**src/rtl/dcache_bus_pkg.sv**
```systemverilog
// Shared types for the data-cache memory-side bus and its write buffer.
// Holds the buffer FSM states, size encodings and the buffered entry layout.
package dcache_bus_pkg;

   localparam int WB_AW = 32;
   localparam int WB_DW = 32;

   localparam logic [1:0] SZ_BYTE = 2'b00;
   localparam logic [1:0] SZ_HALF = 2'b01;
   localparam logic [1:0] SZ_WORD = 2'b10;

   typedef enum logic [2:0] {
      ST_IDLE,
      ST_W_ADDR,
      ST_W_DATA,
      ST_R_ADDR,
      ST_R_DATA
   } wb_state_t;

   typedef struct packed {
      logic [WB_AW-1:0] addr;
      logic [1:0]       size;
      logic [WB_DW-1:0] wdata;
   } wb_entry_t;

   function automatic logic is_word(input logic [1:0] sz);
      return sz == SZ_WORD;
   endfunction

endpackage

```
**src/rtl/wb_fifo.sv**
```systemverilog
// Circular buffer of posted writes: push at tail, pop at head, occupancy count.
// Ports: i_push/i_pop/i_din in, o_head/o_count/o_full/o_empty out.
// With WB_FWD_EN defined: i_match_word in, o_fwd/o_fwd_data out
// (youngest word-sized match, suppressed if any matching entry is partial).
module wb_fifo
   import dcache_bus_pkg::*;
#(
   parameter int DEPTH = 4,
   localparam int PW = $clog2(DEPTH),
   localparam int CW = PW + 1
) (
   input  logic             clk,
   input  logic             rst,
   input  logic             i_push,
   input  logic             i_pop,
   input  wb_entry_t        i_din,
   output wb_entry_t        o_head,
   output logic [CW-1:0]    o_count,
   output logic             o_full,
   output logic             o_empty
`ifdef WB_FWD_EN
   ,
   input  logic [WB_AW-1:2] i_match_word,
   output logic             o_fwd,
   output logic [WB_DW-1:0] o_fwd_data
`endif
);

   wb_entry_t     r_mem [DEPTH];
   logic [PW-1:0] r_head;
   logic [PW-1:0] r_tail;
   logic [CW-1:0] r_count;

   always_ff @(posedge clk or posedge rst) begin
      if (rst) begin
         r_head  <= '0;
         r_tail  <= '0;
         r_count <= '0;
      end else begin
         if (i_push) r_tail <= r_tail + 1'b1;
         if (i_pop)  r_head <= r_head + 1'b1;
         r_count <= r_count + CW'(i_push) - CW'(i_pop);
      end
   end

   // Storage needs no reset: only slots inside [head, head+count) are read.
   always_ff @(posedge clk) begin
      if (i_push) r_mem[r_tail] <= i_din;
   end

   assign o_head  = r_mem[r_head];
   assign o_count = r_count;
   assign o_full  = (r_count == CW'(DEPTH));
   assign o_empty = (r_count == '0);

`ifdef WB_FWD_EN
   logic w_hit;
   logic w_part;

   // Walk oldest to youngest so the last hit carries the youngest data.
   always_comb begin
      w_hit      = 1'b0;
      w_part     = 1'b0;
      o_fwd_data = '0;
      for (int i = 0; i < DEPTH; i++) begin
         if ((CW'(i) < r_count) &&
             (r_mem[r_head + PW'(i)].addr[WB_AW-1:2] == i_match_word)) begin
            w_hit      = 1'b1;
            o_fwd_data = r_mem[r_head + PW'(i)].wdata;
            if (!is_word(r_mem[r_head + PW'(i)].size)) w_part = 1'b1;
         end
      end
   end

   assign o_fwd = w_hit & ~w_part;
`endif

endmodule

```
**src/rtl/d_write_buffer.sv**
```systemverilog
// Posted write buffer between the D-cache memory port and the AXI bridge.
// Ports: up_* cache side, mem_* bridge side, wb_empty = nothing left to drain.
// Optional WB_FWD_EN: serve reads hitting buffered full-word writes locally.
module d_write_buffer
   import dcache_bus_pkg::*;
#(
   parameter int DEPTH = 4,
   parameter int AW    = WB_AW,
   parameter int DW    = WB_DW
) (
   input  logic          clk,
   input  logic          rst,
   input  logic          up_req,
   input  logic          up_wr,
   input  logic [1:0]    up_size,
   input  logic [AW-1:0] up_addr,
   input  logic [DW-1:0] up_wdata,
   output logic [DW-1:0] up_rdata,
   output logic          up_addr_ok,
   output logic          up_data_ok,
   output logic          mem_req,
   output logic          mem_wr,
   output logic [1:0]    mem_size,
   output logic [AW-1:0] mem_addr,
   output logic [DW-1:0] mem_wdata,
   input  logic [DW-1:0] mem_rdata,
   input  logic          mem_addr_ok,
   input  logic          mem_data_ok,
   output logic          wb_empty
);

   localparam int CW = $clog2(DEPTH) + 1;

   wb_state_t     r_state;
   wb_state_t     w_state_nxt;
   logic [AW-1:0] r_rd_addr;
   logic [1:0]    r_rd_size;
   logic          r_data_ok;

   wb_entry_t     w_din;
   wb_entry_t     w_head;
   logic [CW-1:0] w_count;
   logic          w_full;
   logic          w_empty;
   logic          w_push;
   logic          w_pop;
   logic          w_rd_lat;
   logic          w_fwd;
   logic          w_st_wa;
   logic          w_st_wd;
   logic          w_st_ra;
   logic          w_st_rd;

   assign w_st_wa = (r_state == ST_W_ADDR);
   assign w_st_wd = (r_state == ST_W_DATA);
   assign w_st_ra = (r_state == ST_R_ADDR);
   assign w_st_rd = (r_state == ST_R_DATA);

   assign w_pop  = w_st_wd & mem_data_ok;
   // A full buffer still takes a write when the head retires this edge.
   assign w_push = up_req & up_wr & (~w_full | w_pop);

   assign w_din.addr  = up_addr;
   assign w_din.size  = up_size;
   assign w_din.wdata = up_wdata;

`ifdef WB_FWD_EN
   logic          w_hit;
   logic [DW-1:0] w_fwd_data;
   logic [DW-1:0] r_rdata;

   wb_fifo #(.DEPTH(DEPTH)) u_fifo (
      .clk          (clk),
      .rst          (rst),
      .i_push       (w_push),
      .i_pop        (w_pop),
      .i_din        (w_din),
      .o_head       (w_head),
      .o_count      (w_count),
      .o_full       (w_full),
      .o_empty      (w_empty),
      .i_match_word (up_addr[AW-1:2]),
      .o_fwd        (w_hit),
      .o_fwd_data   (w_fwd_data)
   );

   // A read already owning the downstream port must finish first.
   assign w_fwd = up_req & ~up_wr & w_hit & ~w_st_ra & ~w_st_rd;

   always_ff @(posedge clk or posedge rst) begin
      if (rst)        r_rdata <= '0;
      else if (w_fwd) r_rdata <= w_fwd_data;
   end

   assign up_rdata = w_st_rd ? mem_rdata : r_rdata;
`else
   wb_fifo #(.DEPTH(DEPTH)) u_fifo (
      .clk     (clk),
      .rst     (rst),
      .i_push  (w_push),
      .i_pop   (w_pop),
      .i_din   (w_din),
      .o_head  (w_head),
      .o_count (w_count),
      .o_full  (w_full),
      .o_empty (w_empty)
   );

   assign w_fwd    = 1'b0;
   assign up_rdata = w_st_rd ? mem_rdata : '0;
`endif

   always_ff @(posedge clk or posedge rst) begin
      if (rst) begin
         r_state   <= ST_IDLE;
         r_rd_addr <= '0;
         r_rd_size <= '0;
         r_data_ok <= 1'b0;
      end else begin
         r_state   <= w_state_nxt;
         r_data_ok <= w_push | w_fwd;
         if (w_rd_lat) begin
            r_rd_addr <= up_addr;
            r_rd_size <= up_size;
         end
      end
   end

   // Draining always wins over a waiting read, keeping RAW order.
   always_comb begin
      w_state_nxt = r_state;
      w_rd_lat    = 1'b0;
      unique case (r_state)
         ST_IDLE: begin
            if (w_count != '0) begin
               w_state_nxt = ST_W_ADDR;
            end else if (up_req & ~up_wr) begin
               w_state_nxt = ST_R_ADDR;
               w_rd_lat    = 1'b1;
            end
         end
         ST_W_ADDR: if (mem_addr_ok) w_state_nxt = ST_W_DATA;
         ST_W_DATA: if (mem_data_ok) w_state_nxt = ST_IDLE;
         ST_R_ADDR: if (mem_addr_ok) w_state_nxt = ST_R_DATA;
         ST_R_DATA: if (mem_data_ok) w_state_nxt = ST_IDLE;
         default:   w_state_nxt = ST_IDLE;
      endcase
   end

   assign mem_req   = w_st_wa | w_st_ra;
   assign mem_wr    = w_st_wa;
   assign mem_size  = w_st_wa ? w_head.size :
                      w_st_ra ? r_rd_size   : 2'b00;
   assign mem_addr  = w_st_wa ? w_head.addr :
                      w_st_ra ? r_rd_addr   : '0;
   assign mem_wdata = w_st_wa ? w_head.wdata : '0;

   assign up_addr_ok = w_push | (w_st_ra & mem_addr_ok) | w_fwd;
   assign up_data_ok = r_data_ok | (w_st_rd & mem_data_ok);

   assign wb_empty = w_empty & ~w_st_wa & ~w_st_wd;

endmodule
```
**config.mk**
```make
export PLATFORM = sky130hd
export DESIGN_NAME = d_write_buffer
export DESIGN_NICKNAME = d
export VERILOG_FILES = /design/src/rtl/dcache_bus_pkg.sv /design/src/rtl/wb_fifo.sv /design/src/rtl/d_write_buffer.sv
export SDC_FILE = /design/constraint.sdc
export NUM_CORES = 1
export LEC_CHECK = 0
export ABC_AREA = 1
export CORE_ASPECT_RATIO = 0.7
export CORE_UTILIZATION = 54
export CTS_CLUSTER_DIAMETER = 200
export DETAILED_ROUTE_END_ITERATION = 8
export PLACE_DENSITY = 0.88
export RECOVER_POWER = 25
export SETUP_SLACK_MARGIN = 0.3
export SLEW_MARGIN = 20
export SYNTH_ARGS = -nofsm -noshare
export SYNTH_HDL_FRONTEND = slang
export SYNTH_SLANG_ARGS = --single-unit
```
**constraint.sdc**
```tcl
create_clock -name clk -period 5.5 [get_ports clk]
set_input_delay 1.65 -clock clk [delete_from_list [all_inputs] [get_ports clk]]
set_output_delay 1.65 -clock clk [all_outputs]
set_load 0.005 [all_outputs]
```
# Word-level counts from Yosys, hierarchy flattened
# Memory sizes are Yosys's and may differ from the RTL's.
# Index checks and enable logic that the tools add are counted.
# Widths: inputs -> output; s select.
# classes
n_addsub	4
n_eq_ne	9
muxes	17
bitwise_logic	16
n_reduce_logical	5
# op_table
op	count
$mux 32	4
$mux 3	5
$pmux 3 s4	1
$and 1x1->1	8
$eq 3x2->1 const B	2
$eq 3x3->1 const B	2
$logic_not 3->1	2
$mux 1	5
$add 2x1->2 const B	2
$mux 2	2
$ne 2x2->1 const B	2
$not 1->1	4
$or 1x1->1	4
$reduce_and 4->1	1
$add 3x1->3	1
$eq 3x1->1 const B	1
$ne 3x3->1 const B	1
$reduce_bool 3->1	1
$sub 3x1->3	1
$ne 2x1->1 const B	1
$reduce_or 2->1	1
# word_totals
register_bits	45
ramBits	264
input_bits	104
wordCells	59
mem_count	1
# memory_table
memory	depth	width	rd	rd_ports_with_merged_regs	wr	line	rtl
u_fifo.r_mem	4	66	1	0	1	wb_fifo.sv:29	wb_entry_t r_mem [DEPTH];

# Longest topological paths before layout
# Gate-level depths: netlist of the first run.
# logic_depth
depth_word	6
depth_mapped	12
depth_no_buf	12

# By module
# From an unflattened synthesis of the first run, not the netlist that was laid out.
# unflattened
cells_unflattened	1520
hier_area_um2	14146.1
# by_module_without_submodules
module	n_inst	cells_per_inst	area_each_um2	seq_area_each_um2
wb_fifo	1	1081	11503.5	8102.8
d_write_buffer	1	439	2642.5	950.9

# Least setup slack after synthesis of the first run
# OpenSTA, ideal clock, no wires.
# synth_path
path_kind	input -> register
start	input port mem_data_ok
end	memory u_fifo.r_mem[0][0] in the netlist's numbering (enable)
setup_time_ns	0.490
t_arrival_ns	4.728
required_time_ns	5.010
slack_ns	0.282
stages	4
path_buffers	0
path_cell_list	nand2_1 > nand3_1 > nand2_2 > nor2_1
# synth_via
elab_chain_len	5
# synth_lines
item	line	rtl
from (decl)	d_write_buffer.sv:28	input logic mem_data_ok,
$and 1x1->1	d_write_buffer.sv:59	assign w_pop = w_st_wd & mem_data_ok;
$or 1x1->1	d_write_buffer.sv:61	assign w_push = up_req & up_wr & (~w_full | w_pop);
$and 1x1->1	d_write_buffer.sv:61	
$mux 1	wb_fifo.sv:48	if (i_push) r_mem[r_tail] <= i_din;
$mux 1 (not written as such)	wb_fifo.sv:48	
to (decl)	wb_fifo.sv:29	
# No other way between the ends.

# Worst setup path after layout of the first run
# layout_path
start	input port mem_data_ok
end	output port up_addr_ok
# layout_via
elab_chain_len	4
# layout_lines
item	line	rtl
$and 1x1->1	d_write_buffer.sv:59	
$or 1x1->1	d_write_buffer.sv:61	
$and 1x1->1	d_write_buffer.sv:61	
$or 1x1->1	d_write_buffer.sv:158	assign up_addr_ok = w_push | (w_st_ra & mem_addr_ok) | w_fwd;
to (decl)	d_write_buffer.sv:19	output logic up_addr_ok,
# No other way between the ends.

==> summary by stage, run 1 <==
Run status
The run finished with clean final reports.

Floorplan
The starting density of the core is ~56%. The die is 186 um wide. The count of boundary I/O pins is just over 200. The number of placement rows is 46. The floorplan die height is between 100 and 150 um. The overall die area is 24300 um2. The total core area is between 20000 and 25000 um2.

Clock network
The post-CTS resize count is 0. In this run, post-CTS hold repair placed 0 buffers. The number of setup buffers added after CTS is 0.

TritonCTS built the clock tree. The number of CTS-inserted buffers is 29. CTS built an H-tree with a depth of 1.

The later-pin clock latency in the skew report is roughly 0.53 ns. Clock-pin slew was measured on the worst setup and hold paths at about 0.060 ns. Counting along the longest clock path gives a buffer depth of 3. The CTS root buffer is clkbuf_16. The clock sink count is approximately 310.

STA
Setup repair after global routing left no endpoint under its margin. The setup TNS is 0 ns. Dividing the final minimum period by the clock period gives approximately nine tenths. The number of slew-limit violations in the final report is 0. At the pin with the least slew margin, the transition time is ~1 ns. The clock arrives with slightly above 0.008 ns of skew. Measured against its own limit, the worst slew margin works out to 32.2%.

Timing would allow up to between 200 and 250 MHz. The count of final setup violators is 0. The time the final worst path needs with I/O delays and setup is just under 5 ns. The number of endpoints with negative hold slack in the final report was 0.

Critical path
Grouping stages by cell kind, the critical path spends the most delay in buffers and inverters. The critical path starts at mem_data_ok. The worst path buffer plus inverter count is 2. The type of element capturing the critical path is an output pin. The maximum cell stage delay along the critical path is ~0.51 ns. Traced cell by cell, the critical path runs through clkdlybuf4s50_1, nand2_1, nand3_1, nand2_2, nand2_1, clkdlybuf4s50_1. In this run the worst path has a maximum fanout of 9. At the worst endpoint, the required time is about 3.9 ns.

The worst setup path is launched from an input pin. The worst reg2reg path startpoint is r_state[0]. The largest individual stage delay along the critical path comes from the cell clkdlybuf4s50_1. The critical path start-end classification is input pin to output pin. STA puts the critical path data arrival time at roughly 3.3 ns.

Detailed routing
The residual DRC count is 0. The average wire length per cell after detail routing is between 15 and 20 um. The pre-antenna-repair detailed-routing pass consisted of 5 iterations.

The number of vias per cell is between 5 and 6. The antenna violation net count after detailed routing is 0. The total wire length after detailed routing is ~30000 um. For this block, the initial DRC count from the detailed router was a little under 800. The via total after detailed routing is 9026.

Final layout
The number of fill cells in the layout is 1542. Compared with the post-synthesis result, the final layout area differs by 26.1%. At the end of the flow the core is filled with cells to roughly 70%. In the final layout, the share of cells above drive strength 1 is between 6 and 7%. The post-layout net count is approximately 1500.

Worst hold path
The worst hold-check path type is register to register. The worst hold path begins at r_rd_addr[29].

Pwr
Net switching is 33.0% of the power. The power share of the sequential group is 39.3%. Across the VDD grid, the largest voltage drop is roughly 0.34 mV. The clock share of power is about a quarter. For this design the total switching power over the nets is about 2600 uW.

For this design the ratio of total power to cell area is a little under 500 nW/um2. Combinational logic burns between 30% and 40% of the power. The cell-internal power is between 5000 and 6000 uW. In this run the static leakage power is approximately 0.0062 uW.

GRT
The first-pass GRT wire length is approximately 46000 um. The initial antenna violation count is 2. Entering global routing, the biggest net connects 134 pins. The overflow left after global routing is 0. The overall global routing resource usage is between 20% and 30%.

The via count of the first global-routing pass is roughly 8700.

Place
The final weighted congestion of routability-driven global placement is about 0.79. Summed over all nets, the half-perimeter wirelength after detailed placement is between 15000 and 20000 um. Input and output buffers added on the ports amount to between 200 and 250.

Synthesis
The gate count of the mapped netlist is approximately 1200. In this run the mean area of a mapped cell was 11.1 um2. Summing every instance area after synthesis gives between 10000 and 15000 um2. The distinct cell type count of the synthesized netlist is 28. The count of synthesis-stage warnings from yosys is 0. When the netlist entered floorplanning its net count stood at roughly 1300.

Summing the sequential cell areas from Yosys gives a little over 70% of the chip area. The synthesized design contains ~310 register bits.

Flow run
The max-cap violation count is 0.
[worst min-delay path, stage by stage (launching register included)]
cell and delay [ns]:
dfrtp_1 0.34, nand2_1 0.06, o21ai_2 0.05
[flip-flops by register name (all words and copies together), names as in the netlist]
signal / count
u_fifo.r_tail: 2
u_fifo.r_head: 2
r_data_ok: 1
r_state: 3
r_rd_addr: 32
r_rd_size: 2
u_fifo.o_count: 3
u_fifo.r_mem: 264
[stage by stage]
stage | area, um2 | total power [uW] | cells | hold slack (ns) | setup slack, ns
3_3_place_gp | 15100 | 5630 | 1623 | 0.464 | 0.637
4_1_cts | 16100 | 7820 | 1676 | 0.485 | 0.612
5_1_grt | 16100 | 8190 | 1676 | 0.506 | 0.474
6_report | 16100 | 7770 | 1678 | 0.486 | 0.568
3_5_place_dp | 15100 | 5730 | 1623 | 0.469 | 0.644
2_1_floorplan | 12800 | 4590 | 1152 | 0.453 | 0.282
[kinds of logic after synthesis]
| logic type | count (synthesis) | share of synthesized area, % |
|---|---|---|
| flip-flops | 309 | 70.9 |
| buffers and inverters | 153 | 5.23 |
| AO/OA/AOI/OAI | 131 | 5.27 |
| XOR/XNOR | 3 | 0.206 |
| adder cells (fa/ha/maj) | 7 | 0.744 |
| AND/OR/NAND/NOR | 549 | 17.7 |
[cells in the final DEF (no fill, tap or decap), types with 4 or more instances in the layout]
| master | n |
|---|---|
| inv_2 | 5 |
| o21ai_2 | 4 |
| bufinv_16 | 5 |
| nand2_1 | 258 |
| clkbuf_1 | 8 |
| inv_1 | 83 |
| o21ai_1 | 24 |
| nor2_4 | 6 |
| dlygate4sd3_1 | 46 |
| buf_4 | 13 |
| nand3_1 | 108 |
| clkdlybuf4s50_1 | 160 |
| o21ai_0 | 70 |
| clkbuf_16 | 29 |
| dfrtp_1 | 43 |
| a21oi_1 | 32 |
| ha_1 | 6 |
| clkbuf_8 | 4 |
| edfxtp_1 | 264 |
| nor2_1 | 167 |
| buf_12 | 4 |
[cell type report]
type	instances	area, um2	area share (%)
sequential	309	9060	56.2
multi-input combinational	690	3090	19.2
timing repair buffer	223	2240	13.9
clock buffer	41	811	5.03
tap	312	390	2.42
inverter	89	337	2.09
clock inverter	12	184	1.14
antenna	2	5.00	0.0311
[power by group through the flow]
stage	registers [uW]	clock network, uW	logic (uW)
global placement	3080	0	2550
CTS	3050	2090	2680
finish	3050	2070	2650
floorplan	3030	0	1560
detailed placement	3100	0	2630
global route	3080	2180	2930
[path summary, 6_finish.rpt]
check                      depth (start not counted)             endpoint  slack [ns]
max in group asynchronous                          3     u_fifo.r_head[0]        3.15
min in group asynchronous                          2         r_rd_addr[0]        1.58
min reg2reg                                        2        r_rd_addr[29]        0.49
min                                                2        r_rd_addr[29]        0.49
max reg2reg                                        8  u_fifo.r_mem[0][16]        2.87
max                                                6           up_addr_ok        0.57
[routing by layer]
layer | global-route usage [%] | wire length (um)
met5 | 0 | 10
met4 | 6.85 | 542
met3 | 3.99 | 2420
met2 | 44.0 | 15000
met1 | 31.7 | 11900
[Yosys cell counts]
cell type	count	area share [%]
edfxtp_1	264	62
nand2_1	258	7.6
nor2_1	171	5.0
nand3_1	109	4.3
inv_1	85	2.5
o21ai_0	70	2.7
dfrtp_1	45	8.8
buf_2	36	1.4
a21oi_1	32	1.3
o21ai_1	24	0.94
clkbuf_1	16	0.47
buf_4	7	0.41
ha_1	6	0.59
inv_2	4	0.12
o21ai_2	4	0.27
buf_6	3	0.26
nand2_2	3	0.15
buf_1	2	0.059
nand4_1	2	0.098
nor2_4	2	0.18
xnor2_1	2	0.14
fa_1	1	0.16
nand4_4	1	0.17
nor2_2	1	0.049
nor3_1	1	0.039
nor3_4	1	0.13
o21bai_1	1	0.059
xor2_1	1	0.069
(Power assumes the default switching activity.)
==> run 2, diff against run 1 <==
- MAX_ROUTING_LAYER: not set -> met4
- SLEW_MARGIN: 20 -> 10
==> run 2 against run 1 <==
Via count rose by 0.13%; setup slack improved by 0.0062 ns; final area about the same; highest routed layer is now met4; cell count about the same; largest cell class unchanged.
==> summary by stage, run 2 (synthesis results as in run 1) <==
Final layout
The library cell used most frequently in the layout, excluding fill and tap cells, is edfxtp_1. In the final layout, the registers with the most flip-flops are u_fifo.r_mem (264), r_rd_addr (32). The synthesis-to-finish area growth is 26.1% (about the same). The number of fill cells in the layout is 1542 (unchanged). The number of flip-flops under the largest register name is 264 (unchanged). The share of final-layout standard cells stronger than drive strength 1 is 6.09% (-0.073 points). Ranked by flip-flop count, first place goes to u_fifo.r_mem. The library cells used most frequently in the layout, excluding fill and tap cells, are edfxtp_1, nand2_1, nor2_1, clkdlybuf4s50_1, nand3_1. The final cell count without fillers is 1679 (+0.060%).

The post-layout net count was 1453 (unchanged).

Clock network
The buffer depth of the longest clock path is 3 (unchanged). The later-pin clock latency in the skew report is 0.54 ns (about the same). The CTS root buffer is clkbuf_16. The number of CTS-inserted buffers is 29 (unchanged). The clock sink count came to 309 (unchanged). TritonCTS built the clock tree.

The clock edge transition at the registers on the reported setup and hold paths is 0.06 ns (about the same). The number of buffers inserted by post-CTS setup repair came to 0 (unchanged). The count of hold-fix buffers inserted at cts is 0 (unchanged). The H-tree depth is 1 (unchanged). The post-CTS resize count is 0 (unchanged).

Pwr
The static leakage power is 0.00623 uW (about the same). The worst-case vdd ir drop is 0.334 mV (-0.72%). The total power density per cell area is 483 nW/um2 (+0.16%).

Worst hold path
The path class of the tightest hold or removal check is register to register. The worst hold path depth came to 2 (unchanged). The path with the worst hold slack has its endpoint at r_rd_addr[29]. In this run the most critical hold path is launched from r_rd_addr[29].

STA
The transition time of the tightest slew-check pin is 1.11 ns (+0.0950 ns). The worst hold slack is 0.486 ns (+0.000371 ns). The number of endpoints with negative hold slack in the final report is 0 (unchanged). The upper clock frequency limit was 203 MHz (+0.13%). The clock skew after layout is 0.00935 ns (+0.00128 ns).

The final critical-path share of the clock period is 89.6% (-0.11 points). Setup repair after global routing left no endpoint under its margin. The setup slack of the critical path after layout was 0.574 ns (+0.00622 ns). The max-slew headroom at the worst pin is 25.6% (-6.5 points). The time the final worst path needs with I/O delays and setup came to 4.93 ns (-0.00622 ns). The setup TNS came to 0 ns (unchanged). The number of slew-limit violations in the final report was 0 (unchanged). The count of final setup violators came to 0 (unchanged).

Critical path
The maximum cell stage delay along the critical path is 0.51 ns (about the same). The arrival time of data at the critical path endpoint is 3.28 ns (about the same). The worst register-to-register path ends at u_fifo.r_mem[0][16]. The worst reg2reg path startpoint is r_state[0]. The depth of the worst register-to-register path is 8 (unchanged).

The worst-case register-to-register setup slack is 2.88 ns (about the same). The master of the slowest instance on the critical path is clkdlybuf4s50_1. The worst setup path is captured at an output pin.

The launching instance or port of the critical path is mem_data_ok. Walking the worst path, the cells encountered are clkdlybuf4s50_1, nand2_1, nand3_1, nand2_2, nand2_1, clkdlybuf4s50_1. The critical path data required time is 3.85 ns (about the same). The worst setup path is of the input pin to output pin kind. The maximum fanout along the worst path was 9 (unchanged).

The worst setup path is launched from an input pin.

Detailed routing
The average wire length per cell after detail routing is 17.9 um (+0.46%). The DRC violation total after the first TritonRoute iteration is 773 (-0.90%). The number of vias per cell came to 5.38 (about the same).

The residual DRC count is 0 (unchanged). The total wire length after detailed routing was 30000 um (+0.52%). The antenna violation net count after detailed routing was 0 (unchanged). The first-pass iteration count of the detailed router came to 5 (unchanged).

The via total after detailed routing is 9038 (+0.13%).

GRT
The via count of the first global-routing pass is 8733 (+0.14%). The initial antenna violation count is 3 (+1). The pin count of the biggest net entering global routing is 134 (unchanged). The overall global routing resource usage was 25.5% (+0.77 points). The first-pass GRT wire length was 45400 um (-0.17%). The overflow left after global routing was 0 (unchanged).

Floorplan
The number of placement rows is 46 (unchanged). The floorplan die height is 131 um (unchanged). The starting density of the core came to 55.8% (unchanged).

The count of boundary I/O pins came to 207 (unchanged). The total core area is 22900 um2 (unchanged). The die extent in x came to 186 um (unchanged).

The overall die area is 24300 um2 (unchanged).

Flow run
The max-cap violation count came to 0 (unchanged).

Run status
The flow ran to the end, and the final reports show no timing, DRC or antenna violations.

Place
The worst slack at placement is 0.644 ns (unchanged). The final weighted congestion of routability-driven global placement is 0.797 (+1.4%). The cell total after placement is 1623 (unchanged). The count of buffers from port buffering came to 206 (unchanged).

The sum of net half-perimeters after detailed placement is 17500 um (unchanged).
## run 2: cell types whose count changed in the layout (fill, tap and decap cells not counted), sizes merged
cell / delta
diode: +1
## run 2: critical path, delay by kind of cell
family | cells | cell delay [ns]
and+or+nand+nor | 4 | 0.62
buffers and inverters | 2 | 1.01
## run 2: area by class of cell
class	instances	area [um2]	share of cell area, %
Antenna cell	3	7.51	0.0466
Inverter	89	337	2.09
Clock buffer	41	811	5.03
Timing Repair Buffer	223	2240	13.9
Clock inverter	12	184	1.14
Sequential cell	309	9060	56.2
Multi-Input combinational cell	690	3080	19.1
Tap cell	312	390	2.42
## run 2: worst max-delay path by stage
stage | end | slack (ns) | cells past startpoint
6_report | up_addr_ok | 0.57 | 6
5_1_grt | up_addr_ok | 0.47 | 6
4_1_cts | mem_wdata[26] | 0.61 | 6
3_5_place_dp | up_addr_ok | 0.64 | 6
3_3_place_gp | up_addr_ok | 0.64 | 6
2_1_floorplan | u_fifo.r_mem[0][0] | 0.28 | 4
## run 2: per-stage QoR
stage               util [%]  total power (uW)  cell area (um2)
CTS                     70.3              7820            16100
finish                  70.3              7780            16100
floorplan                  -              4590            12800
detailed placement      66.0              5730            15100
global placement        66.0              5630            15100
global route            70.3              8190            16100
## run 2: power breakdown
part           switching, uW  internal, uW  total, uW
Clock                    818          1260       2070
Combinational           1590          1070       2660
Sequential               168          2890       3050
Total                   2580          5210       7780
## run 2: layer usage
metal	track usage, %	share of wire (%)	up-vias
met4	6.89	1.8	0
li1	-	-	4248
met5	-	0	-
met3	4.13	8.2	52
met1	31.5	40	4340
met2	44.1	50	398
==> run 3, diff against run 2 <==
- CAP_MARGIN: not set -> 15
==> run 3 against run 2 <==
Largest power group unchanged; non-clock buffer count rose by 1; highest routed layer unchanged; setup slack improved by 0.0032 ns; critical path depth did not move; combinational power barely moved.
==> summary by stage, run 3 (synthesis results as in run 1) <==
GRT
The pin count of the biggest net entering global routing came to 134 (unchanged). The via count of the first global-routing pass was 8733 (unchanged). The initial antenna violation count is 3 (unchanged). The first-pass GRT wire length is 45400 um (unchanged). The overall global routing resource usage came to 25.5% (unchanged). The overflow left after global routing came to 0 (unchanged).

Pwr
The static leakage power is 0.00624 uW (+0.12%). The switching share of total power is 33.1% (about the same). The worst-case vdd ir drop is 0.350 mV (+4.9%). The portion of total power attributed to combinational logic is 34.2% (about the same). The power share of the sequential group is 39.2% (about the same). The clock share of power came to 26.6% (about the same). The cell-internal power is 5210 uW (about the same).

The total power density per cell area is 483 nW/um2 (about the same). The power dissipated by switching net loads is 2580 uW (+0.10%).

Final layout
The post-route cell area is 16100 um2 (about the same). The register with the highest flop count is u_fifo.r_mem. The number of flip-flops under the largest register name is 264 (unchanged).

The area of the multi-input gates is 3080 um2 (unchanged). The commonest non-fill, non-tap cell in the layout is edfxtp_1. The share of final-layout standard cells stronger than drive strength 1 is 6.15% (+0.069 points). In the layout the commonest cells are edfxtp_1, nand2_1, nor2_1, clkdlybuf4s50_1, nand3_1. The number of fill cells in the layout is 1535 (-0.45%). The final design utilization was 70.4% (about the same). The area occupied by registers is 9060 um2 (unchanged). The synthesis-to-finish area growth is 26.2% (about the same).

The post-layout net count came to 1454 (+0.069%). The largest registers in the layout are u_fifo.r_mem (264), r_rd_addr (32).

Clock network
TritonCTS built the clock tree. The number of buffers inserted by post-CTS setup repair came to 0 (unchanged). The H-tree depth is 1 (unchanged). The clock sink count is 309 (unchanged).

The CTS root buffer is clkbuf_16. The clock edge transition at the registers on the reported setup and hold paths is 0.06 ns (about the same). The later-pin clock latency in the skew report is 0.54 ns (about the same). The buffer depth of the longest clock path is 3 (unchanged). The post-CTS resize count is 0 (unchanged). The number of CTS-inserted buffers is 29 (unchanged). The count of hold-fix buffers inserted at cts is 0 (unchanged).

Floorplan
The total core area is 22900 um2 (unchanged). The number of placement rows is 46 (unchanged). The floorplan die height is 131 um (unchanged). The starting density of the core is 55.8% (unchanged).

The count of boundary I/O pins is 207 (unchanged). The die extent in x is 186 um (unchanged). The overall die area was 24300 um2 (unchanged).

Detailed routing
The DRC violation total after the first TritonRoute iteration is 813 (+5.2%). The antenna violation net count after detailed routing is 0 (unchanged). The number of vias per cell was 5.41 (+0.49%). The average wire length per cell after detail routing came to 17.9 um (+0.31%). The first-pass iteration count of the detailed router was 5 (unchanged). The via total after detailed routing is 9088 (+0.55%).

The residual DRC count is 0 (unchanged). The total wire length after detailed routing is 30100 um (+0.37%).

STA
The upper clock frequency limit is 203 MHz (about the same). The max-slew headroom at the worst pin came to 32.1% (+6.5 points). Setup repair after global routing left no endpoint under its margin. The number of endpoints with negative hold slack in the final report is 0 (unchanged). The worst hold slack came to 0.486 ns (+0.000296 ns). The clock skew after layout came to 0.00925 ns (-0.000101 ns).

The setup TNS is 0 ns (unchanged). The transition time of the tightest slew-check pin is 1.02 ns (-0.0961 ns). The number of slew-limit violations in the final report is 0 (unchanged).

The final critical-path share of the clock period is 89.5% (about the same). The count of final setup violators is 0 (unchanged). The time the final worst path needs with I/O delays and setup is 4.92 ns (-0.00321 ns).

Place
The count of buffers from port buffering came to 206 (unchanged). The total placed instance area was 15100 um2 (unchanged). The final weighted congestion of routability-driven global placement is 0.797 (unchanged).

The sum of net half-perimeters after detailed placement is 17500 um (unchanged).

Critical path
The setup path with the least slack is of type input pin to output pin. Walking the worst path, the cells encountered are clkdlybuf4s50_1, nand2_1, nand3_1, nand2_2, nand2_1, clkdlybuf4s50_1. The kind of cell adding the most delay to the critical path is buffers and inverters. The worst path buffer plus inverter count is 2 (unchanged).

The arrival time of data at the critical path endpoint is 3.27 ns (about the same). The master of the slowest instance on the critical path is clkdlybuf4s50_1. The maximum cell stage delay along the critical path was 0.51 ns (about the same). The maximum fanout along the worst path is 9 (unchanged). The critical path data required time is 3.85 ns (about the same).

STA classifies the critical path endpoint as an output pin. The worst setup path is launched from an input pin.

Run status
The flow ran to the end, and the final reports show no timing, DRC or antenna violations.

Flow run
The max-cap violation count was 0 (unchanged).

Worst hold path
In this run the worst hold path is classified as register to register.
[run 3: cell types whose count changed in the layout (fill, tap and decap cells not counted), sizes merged]
cell / previous run / this run
buf: 17 / 18
[run 3: area by class of cell]
type | instances | area share [%]
multi-input combinational | 690 | 19.1
inverter | 89 | 2.09
clock buffer | 41 | 5.03
clock inverter | 12 | 1.14
timing repair buffer | 224 | 14.0
sequential | 309 | 56.2
tap | 312 | 2.42
antenna | 3 | 0.0466
[run 3: final timing paths]
| kind | from | end | slack, ns | depth (start not counted) |
|---|---|---|---|---|
| worst max-delay path | mem_data_ok | up_addr_ok | 0.58 | 6 |
| worst min-delay path | r_rd_addr[29] | r_rd_addr[29] | 0.49 | 2 |
| worst max register to register | r_state[0] | u_fifo.r_mem[0][16] | 2.88 | 8 |
| worst min register to register | r_rd_addr[29] | r_rd_addr[29] | 0.49 | 2 |
| max in group asynchronous | rst | u_fifo.r_head[0] | 3.15 | 3 |
| min in group asynchronous | rst | r_rd_addr[0] | 1.59 | 2 |
[run 3: per-layer routing]
layer | vias to the layer above | track usage (%) | part of all wire (%)
met5 | - | - | 0
met4 | 0 | 6.89 | 1.7
met3 | 52 | 4.13 | 8.1
met2 | 437 | 44.1 | 50
met1 | 4351 | 31.5 | 40
li1 | 4248 | - | -
[run 3: metrics by stage]
step	power, uW	setup WS (ns)	cells
CTS	7820	0.612	1676
global placement	5630	0.637	1623
finish	7790	0.578	1680
floorplan	4590	0.282	1152
global route	8190	0.474	1680
detailed placement	5730	0.644	1623
[run 3: power groups by stage]
| stage | Sequential, uW | Clock [uW] | Combinational [uW] |
|---|---|---|---|
| 4_1_cts | 3050 | 2090 | 2680 |
| 2_1_floorplan | 3030 | 0 | 1560 |
| 6_report | 3050 | 2070 | 2660 |
| 3_5_place_dp | 3100 | 0 | 2630 |
| 3_3_place_gp | 3080 | 0 | 2550 |
| 5_1_grt | 3080 | 2180 | 2930 |
[run 3: worst reg2reg max path, stage by stage (launching register included)]
cell	delay [ns]
dfrtp_1	0.37
inv_2	0.14
nand2_1	0.11
nor2_1	0.15
nand2_1	0.14
nand3_1	0.15
nand2_2	0.22
nor2_4	0.47
buf_4	0.49
